[src/rtl/sprite_pkg.sv]
// Shared types and constants for the sprite rotation trig scheduler.
package sprite_pkg;

    localparam int TRIG_W = 18;
    localparam logic signed [TRIG_W-1:0] TRIG_ONE = 18'sh10000;

    typedef logic signed [TRIG_W-1:0] trig_t;

    typedef enum logic [1:0] {
        IDLE,
        ISSUE,
        DRAIN,
        COMMIT
    } sched_state_t;

endpackage

[src/rtl/lookup_delay_line.sv]
// Tracks in-flight ROM lookups: a {valid, payload} shift register matching ROM latency.
module lookup_delay_line #(
    parameter int DEPTH = 2,
    parameter int W     = 3
) (
    input  logic         clk,
    input  logic         resetN,
    input  logic         valid_i,
    input  logic [W-1:0] data_i,
    output logic         valid_o,
    output logic [W-1:0] data_o,
    output logic         any_valid_o
);

    logic [DEPTH-1:0] valid_q;
    logic [W-1:0]     data_q [DEPTH];

    always_ff @(posedge clk or negedge resetN) begin
        if (!resetN) begin
            valid_q <= '0;
            for (int i = 0; i < DEPTH; i++) data_q[i] <= '0;
        end else begin
            valid_q[0] <= valid_i;
            data_q[0]  <= data_i;
            for (int i = DEPTH - 1; i > 0; i--) begin
                valid_q[i] <= valid_q[i-1];
                data_q[i]  <= data_q[i-1];
            end
        end
    end

    assign valid_o     = valid_q[DEPTH-1];
    assign data_o      = data_q[DEPTH-1];
    assign any_valid_o = |valid_q;

endmodule

[src/rtl/sprite_trig_scheduler.sv]
// Per-frame sin/cos lookup for all sprites through one shared ROM, with an
// atomic commit so drawers never see a half-updated rotation set.
module sprite_trig_scheduler #(
    parameter int NUM_SPRITES = 8,
    parameter int ANGLE_W     = 8,
    parameter int ROM_LATENCY = 2,
    parameter int TRIG_W      = 18
) (
    input  logic                            clk,
    input  logic                            resetN,
    input  logic                            frame_start,
    input  logic [NUM_SPRITES*ANGLE_W-1:0]  angle,
    output logic [ANGLE_W-1:0]              trig_addr,
    input  logic signed [TRIG_W-1:0]        trig_sin,
    input  logic signed [TRIG_W-1:0]        trig_cos,
    output logic [NUM_SPRITES*TRIG_W-1:0]   sin_val,
    output logic [NUM_SPRITES*TRIG_W-1:0]   cos_val,
    output logic                            busy,
    output logic                            done,
    output logic                            overrun
);
    import sprite_pkg::*;

    localparam int IDX_W = (NUM_SPRITES > 1) ? $clog2(NUM_SPRITES) : 1;
    localparam logic [IDX_W-1:0] LAST_IDX = IDX_W'(NUM_SPRITES - 1);
    localparam logic signed [TRIG_W-1:0] ONE = TRIG_W'(TRIG_ONE);

    sched_state_t              state_q;
    logic [IDX_W-1:0]          idx_q;
    logic [IDX_W-1:0]          idx_d;
    logic [ANGLE_W-1:0]        addr_q;
    logic [ANGLE_W-1:0]        snap_q    [NUM_SPRITES];
    logic signed [TRIG_W-1:0]  sh_sin_q  [NUM_SPRITES];
    logic signed [TRIG_W-1:0]  sh_cos_q  [NUM_SPRITES];
    logic signed [TRIG_W-1:0]  out_sin_q [NUM_SPRITES];
    logic signed [TRIG_W-1:0]  out_cos_q [NUM_SPRITES];
    logic                      busy_q;
    logic                      done_q;
    logic                      overrun_q;
    logic                      dl_valid;
    logic                      dl_any;
    logic [IDX_W-1:0]          dl_idx;

    assign idx_d = (idx_q == LAST_IDX) ? '0 : idx_q + IDX_W'(1);

    lookup_delay_line #(
        .DEPTH (ROM_LATENCY),
        .W     (IDX_W)
    ) u_delay (
        .clk         (clk),
        .resetN      (resetN),
        .valid_i     (state_q == ISSUE),
        .data_i      (idx_q),
        .valid_o     (dl_valid),
        .data_o      (dl_idx),
        .any_valid_o (dl_any)
    );

    always_ff @(posedge clk or negedge resetN) begin
        if (!resetN) begin
            state_q   <= IDLE;
            idx_q     <= '0;
            addr_q    <= '0;
            busy_q    <= 1'b0;
            done_q    <= 1'b0;
            overrun_q <= 1'b0;
            for (int k = 0; k < NUM_SPRITES; k++) begin
                snap_q[k]    <= '0;
                sh_sin_q[k]  <= '0;
                sh_cos_q[k]  <= ONE;
                out_sin_q[k] <= '0;
                out_cos_q[k] <= ONE;
            end
        end else begin
            done_q <= 1'b0;
            if (frame_start && busy_q) overrun_q <= 1'b1;
            if (dl_valid) begin
                sh_sin_q[dl_idx] <= trig_sin;
                sh_cos_q[dl_idx] <= trig_cos;
            end
            case (state_q)
                IDLE: begin
                    if (frame_start) begin
                        for (int k = 0; k < NUM_SPRITES; k++)
                            snap_q[k] <= angle[k*ANGLE_W +: ANGLE_W];
                        addr_q  <= angle[ANGLE_W-1:0];
                        idx_q   <= '0;
                        busy_q  <= 1'b1;
                        state_q <= ISSUE;
                    end
                end
                ISSUE: begin
                    if (idx_q == LAST_IDX) state_q <= DRAIN;
                    else                   addr_q  <= snap_q[idx_d];
                    idx_q <= idx_d;
                end
                DRAIN: begin
                    // Outputs are loaded on entry so they and done appear in the COMMIT cycle.
                    if (!dl_any) begin
                        for (int k = 0; k < NUM_SPRITES; k++) begin
                            out_sin_q[k] <= sh_sin_q[k];
                            out_cos_q[k] <= sh_cos_q[k];
                        end
                        done_q  <= 1'b1;
                        state_q <= COMMIT;
                    end
                end
                COMMIT: begin
                    busy_q  <= 1'b0;
                    state_q <= IDLE;
                end
                default: state_q <= IDLE;
            endcase
        end
    end

    for (genvar k = 0; k < NUM_SPRITES; k++) begin : g_pack
        assign sin_val[k*TRIG_W +: TRIG_W] = out_sin_q[k];
        assign cos_val[k*TRIG_W +: TRIG_W] = out_cos_q[k];
    end

    assign trig_addr = addr_q;
    assign busy      = busy_q;
    assign done      = done_q;
    assign overrun   = overrun_q;

endmodule

[config.mk]
export PLATFORM = sky130hd
export DESIGN_NAME = sprite_trig_scheduler
export DESIGN_NICKNAME = d
export VERILOG_FILES = /design/src/rtl/sprite_pkg.sv /design/src/rtl/lookup_delay_line.sv /design/src/rtl/sprite_trig_scheduler.sv
export SDC_FILE = /design/constraint.sdc
export NUM_CORES = 1
export LEC_CHECK = 0
export ABC_AREA = 1
export CAP_MARGIN = 20
export CORE_MARGIN = 5
export CORE_UTILIZATION = 44
export CTS_BUF_LIST = sky130_fd_sc_hd__clkbuf_4
export DETAILED_ROUTE_END_ITERATION = 10
export GPL_TIMING_DRIVEN = 0
export PLACE_DENSITY = 0.69
export SLEW_MARGIN = 5
export SYNTH_ARGS = -nofsm -noshare
export SYNTH_HDL_FRONTEND = slang
export SYNTH_HIERARCHICAL = 1
export SYNTH_SLANG_ARGS = --single-unit
[constraint.sdc]
create_clock -name clk -period 1.7 [get_ports clk]
set_clock_uncertainty 0.1 [all_clocks]
set_input_delay 0.34 -clock clk [delete_from_list [all_inputs] [get_ports clk]]
set_output_delay 0.34 -clock clk [all_outputs]
set_load 0.02 [all_outputs]
Word level (Yosys, flattened, before mapping)

Index checks and enable logic that the tools add are counted.

Bits in registers: 664
Bits of input ports: 103

Add/sub/neg operators: 1
Order comparisons: 3
Eq/ne operators: 8
Mux-type cells: 21
Bitwise logic cells: 3
Reduce and logical (&&, ||, !) cells: 12

Operator list:

| cell                                                       | count |
|---|---|
| bitwise mux 144 bit                                        | 2 |
| demux 18 bit (select 3 bit)                                | 1 |
| 2-to-1 mux 8 bit                                           | 4 |
| binary-select mux 8 bit (select 3 bit)                     | 1 |
| 2-to-1 mux 18 bit                                          | 1 |
| case mux 8 bit (2 select lines)                            | 1 |
| >= comparator 4 bit, second input constant                 | 2 |
| inequality test 2 bit, second input constant               | 4 |
| NOT 3 -> 4 bit                                             | 2 |
| case mux 2 bit (4 select lines)                            | 1 |
| AND reduction 2 bit                                        | 4 |
| 2-to-1 mux 2 bit                                           | 3 |
| 2-to-1 mux 3 bit                                           | 2 |
| case mux 3 bit (2 select lines)                            | 1 |
| AND reduction 3 bit                                        | 2 |
| equality test 2 bit, second input constant                 | 2 |
| less-than comparator 4 x 1 -> 1 bit, second input constant | 1 |
| nonzero test 2 bit                                         | 2 |
| adder 3 x 1 -> 3 bit, second input constant                | 1 |
| equality test 3 bit, second input constant                 | 1 |
| 2-to-1 mux 1 bit                                           | 3 |
| equality test 2 x 1 -> 1 bit, second input constant        | 1 |
| logical AND 1 bit                                          | 2 |
| logical NOT 2 bit                                          | 1 |
| 3 further kinds                                            | 3 |

Depth between registers and ports, before layout

Depth in word-level cells: 8
Gate-level depth with buffers: 12
Depth with buffers taken out: 11

By module

The synthesis kept the hierarchy.

Modules (own cells, without submodules):

| module                | instances | cells an instance | area an instance (um2) |
|---|---|---|---|
| sprite_trig_scheduler | 1         | 2,717             | 24,979.0 |
| lookup_delay_line     | 1         | 14                | 234.0 |

Worst setup path before layout

No wires, ideal clock.

Kind: register to register
From: register idx_q[0]
To: register addr_q[3], in the netlist trig_addr[3]
Setup time: 0.113 ns
Arrival time: 1.534 ns
Path slack: -0.047 ns
Stages on the path, launching flop included: 12
Cells stage by stage: dfrtp_1 ha_1 ha_1 nor2_1 buf_2 nand2_1 nand3_1 nand2_1 nand2_1 nand3_1 nand2_1 inv_1

Longest elaborated chain between the ends: 8

Ends and longest elaborated chain:

| item                                                               | line                                                     | RTL |
|---|---|---|
| start: declaration                                                 | sprite_trig_scheduler.sv:29                              | `logic [IDX_W-1:0] idx_q;` |
| start signal: assignment                                           | sprite_trig_scheduler.sv:95                              | `idx_q <= idx_d;` |
| adder 3 x 1 -> 3 bit / equality test 3 bit (equally long branches) | sprite_trig_scheduler.sv:44, sprite_trig_scheduler.sv:93 |  |
| 2-to-1 mux 3 bit                                                   | sprite_trig_scheduler.sv:44                              | `assign idx_d = (idx_q == LAST_IDX) ? '0 : idx_q + IDX_W'(1);` |
| NOT 3 -> 4 bit (implied by the code)                               | sprite_trig_scheduler.sv:94                              | `else addr_q <= snap_q[idx_d];` |
| binary-select mux 8 bit (select 3 bit)                             | sprite_trig_scheduler.sv:94                              |  |
| 2-to-1 mux 8 bit (implied by the code) (2 in series)               | sprite_trig_scheduler.sv:94                              |  |
| 2-to-1 mux 8 bit                                                   | sprite_trig_scheduler.sv:93                              | `if (idx_q == LAST_IDX) state_q <= DRAIN;` |
| case mux 8 bit (2 select lines)                                    | sprite_trig_scheduler.sv:81                              | `case (state_q)` |
| end signal: assignment                                             | sprite_trig_scheduler.sv:86                              | `addr_q <= angle[ANGLE_W-1:0];` |
| end signal: assignment                                             | sprite_trig_scheduler.sv:94                              |  |
| end: declaration                                                   | sprite_trig_scheduler.sv:31                              | `logic [ANGLE_W-1:0] addr_q;` |

Parallel ways exist; a longest one is shown, timed or not. The select of a mux whose other input is x is not followed.
A chain may end at the register's enable or synchronous reset.

Final worst setup path

From: register out_cos_q (netlist bit cos_val[88])
To: output cos_val[88]

RTL lines:

| item                             | line                         | RTL |
|---|---|---|
| start: declaration               | sprite_trig_scheduler.sv:36  | `logic signed [TRIG_W-1:0] out_cos_q [NUM_SPRITES];` |
| start signal: indexed assignment | sprite_trig_scheduler.sv:102 | `out_cos_q[k] <= sh_cos_q[k];` |
| end: declaration                 | sprite_trig_scheduler.sv:17  | `output logic [NUM_SPRITES*TRIG_W-1:0] cos_val,` |

No word-level cell between the ends.

==> results.cfg <==
[global_routing]
grt_start_max_net_pins = 125
overflow = 0
grt_first_pass_wirelength_um = 133400
grt_pass1_vias = 23423
grt_usage_pct = 27.58
antenna_found_initial = 4

[timing]
fmax_mhz = 465.3
finalHoldViolations = 321
rsz0062_at_grt = yes
report.final.slew_viol_count = 0
period_share_pct = 126.4
finalWorstSetupSlack_ps = -449.0
max-slew-margin-rel_pct = 61.51
tightest_slew_ps = 577.3
whs_ps = -795.2
setup_viol = 424
min_period_ps = 2149

[routing]
via_per_inst = 5.145
drt-total-wl_um = 91380
drtIter0Drc = 1713
drtAntennaViolNets = 0
drc = 0
wl_per_cell_um = 20.20
drt_first_pass_iters = 8
dr_total_vias = 23275

[placement]
dpl.hpwl_um = 57810
place_congestion = 0.8704
port_buffers = 401
pre_cts_ws_ps = -1230
numPlacedInstances = 3894

[setup_path]
slowest_delay_ps = 580
arrival_ps = 1710
cp-end-kind = primary output
worstPathMaxFanout = 2
path_delay_family = flip-flops
startpoint_type = register
regToRegSetupSlack_ps = -250
crit_type = reg2out
critPathBufInv = 1
slowest_stage = dfstp_2
required_ps = 1260
r2r_cells = 13
r2r-end = trig_addr[5]
rr_startpoint = idx_q[1]
path_cells = buf_6

[clocking]
path_clk_slew_ps = 60
hold_buffers = 101
h-tree-depth = 4
cts_tree = built
clk_latency_ps = 1010
root_buffer = clkbuf_4
clock_path_buffers = 3
cts_made_buffers = 169
cts_num_sinks = 664

[yosys]
synth_area_um2 = 25210
synthAdderAreaFrac_pct = 0.2978
synth_compound_area_share_pct = 8.000
synth_cells = 2731
synth.avg_cell_area_um2 = 9.232
post_synth_xor_area_fraction_pct = 0
ys_types = 27
yosys_warnings = 6
synth_top_family_by_area = simple AND/OR/NAND/NOR gates
yosys.area_share.simple_pct = 20.24
synthMuxAreaShare_pct = 0.04466
synth_seq_cells = 664
synth_nets = 2840
yosysSeqAreaShare_pct = 65.98

[floorplan]
fp.coreArea_um2 = 56600
ios = 402
initial_core_util_pct = 44.54
fp.dieW_um = 249.4
die_h_um = 249.4
dieArea_um2 = 62190
rows = 87

[pwr]
internal_power_uw = 51180
power_density_nw_per_um2 = 2234
p_sw_uw = 35160
swShare_pct = 40.72
clkPwrFrac_pct = 16.1
peakVddDrop_v = 0.001222
leakagePower_uw = 0.01974
pwr-share-seq_pct = 32.9
power_frac_comb_pct = 51.0

[final_layout]
multi_input_comb_area_um2 = 8797
fin_cells = 4524
fin_nets = 3761
fill_cells = 4130
synthToLayoutAreaGrowth_pct = 53.31
drive_gt1_share_pct = 36.09
register_area_um2 = 16660

[worst_hold_path]
hold_class = in2async

[run]
cap_violations = 0

[run_status]
violations = negative hold slack, negative setup slack
status = complete, but fails checks
## state kept, by name, indices dropped and copies added, names as in the netlist
register and cells:
busy 1, cos_val 144, done 1, idx_q 3, overrun 1, sh_cos_q 144
sh_sin_q 144, sin_val 144, snap_q 64, state_q 2, trig_addr 8, u_delay/data_o 3
u_delay/data_q 3, u_delay/valid_q 2
## cells in the final DEF, fill, tap and decap left out, drive strengths merged, types with 2 or more instances in the layout
master / Yosys / routed
buf: 74 / 623
bufinv: 0 / 5
clkbuf: 72 / 320
clkdlybuf4s50: 0 / 101
clkinv: 2 / 24
clkinvlp: 0 / 2
dfrtp: 648 / 648
dfstp: 16 / 16
diode: 0 / 2
dlygate4sd3: 0 / 101
ha: 6 / 6
inv: 177 / 184
nand2: 1268 / 1268
nand3: 41 / 41
nor2: 25 / 25
o21ai: 395 / 395
o22ai: 2 / 2
## timing repair
action / in CTS / in global routing
gates cloned: 18 / 16
endpoints found under the hold margin: 434 / 320
buffers inserted: 128 / 91
resized for setup: 2114 / 537
pin swaps: 39 / 74
endpoints found under the setup margin: 991 / 891
## worst max path at each step
stage | startpoint | to | slack (ps) | cells past startpoint
floorplan | idx_q[0] | trig_addr[4] | 6 | 12
global placement | resetN | cos_val[83] | -27570 | 1
detailed placement | resetN | cos_val[83] | -1230 | 5
CTS | cos_val[52] | cos_val[52] | -570 | 1
global route | cos_val[52] | cos_val[52] | -560 | 1
finish | cos_val[88] | cos_val[88] | -450 | 1
## logic make-up (layout without fill, tap and decap cells)
| kind of cell | after synthesis | in the layout |
|---|---|---|
| AO/OA/AOI/OAI | 400 | 400 |
| adder cells (fa/ha/maj) | 6 | 6 |
| buffers and inverters | 325 | 1360 |
| flip-flops | 664 | 664 |
| multiplexers | 1 | 1 |
| other | 0 | 2 |
| AND/OR/NAND/NOR | 1335 | 1335 |
## layer usage
layer	wire length, um	vias to the layer above	global-route usage [%]
met5	0	-	0
met4	2494	0	10.10
met3	7275	177	7.756
met2	45210	1065	44.69
met1	36410	11611	35.85
li1	-	10422	-
## final cells by class
| cell class | instances | area share, % |
|---|---|---|
| flip-flops and latches | 664 | 43.10 |
| multi-input cells | 1742 | 22.76 |
| repair buffers | 756 | 21.03 |
| inverters | 179 | 1.790 |
| well taps | 756 | 2.447 |
| clock inverters | 36 | 0.7316 |
| diodes | 2 | 0.01295 |
| plain buffers | 140 | 3.289 |
| clock buffers | 249 | 4.836 |
## cells in the mapped netlist (all sizes together)
master | number | area [um2]
o21ai | 395 | 1984
buf | 74 | 426.7
nand3 | 41 | 210.2
mux2 | 1 | 11.26
nand2 | 1268 | 4772
a21oi | 1 | 5.000
dfstp | 16 | 420.4
a22oi | 1 | 7.510
clkbuf | 72 | 272.8
ha | 6 | 75.07
nor3 | 1 | 16.27
clkinv | 2 | 7.510
dfrtp | 648 | 16220
nor2 | 25 | 103.9
inv | 177 | 664.4
o22ai | 2 | 12.51
a21o | 1 | 7.510
## power groups by stage
stage                     registers (uW)  clock network (uW)  logic [uW]
after detailed placement           27400                   0       29700
after global placement             27400                   0       28800
after global routing               28900               15000       47300
final                              28400               13900       44000
after floorplan                    30400                   0       12400
after CTS                          27900               14100       36900
## stage by stage
step	area, um2	power (uW)	setup TNS, ps	util, %
2_1_floorplan	25220	42770	0	-
3_3_place_gp	30180	56280	-	53.32
3_5_place_dp	30350	57130	-469420	53.63
4_1_cts	36250	78990	-124560	64.04
5_1_grt	38650	91220	-138350	68.29
6_report	38650	86330	-96650	68.29
Note: power is estimated with default switching activity, not from simulation.
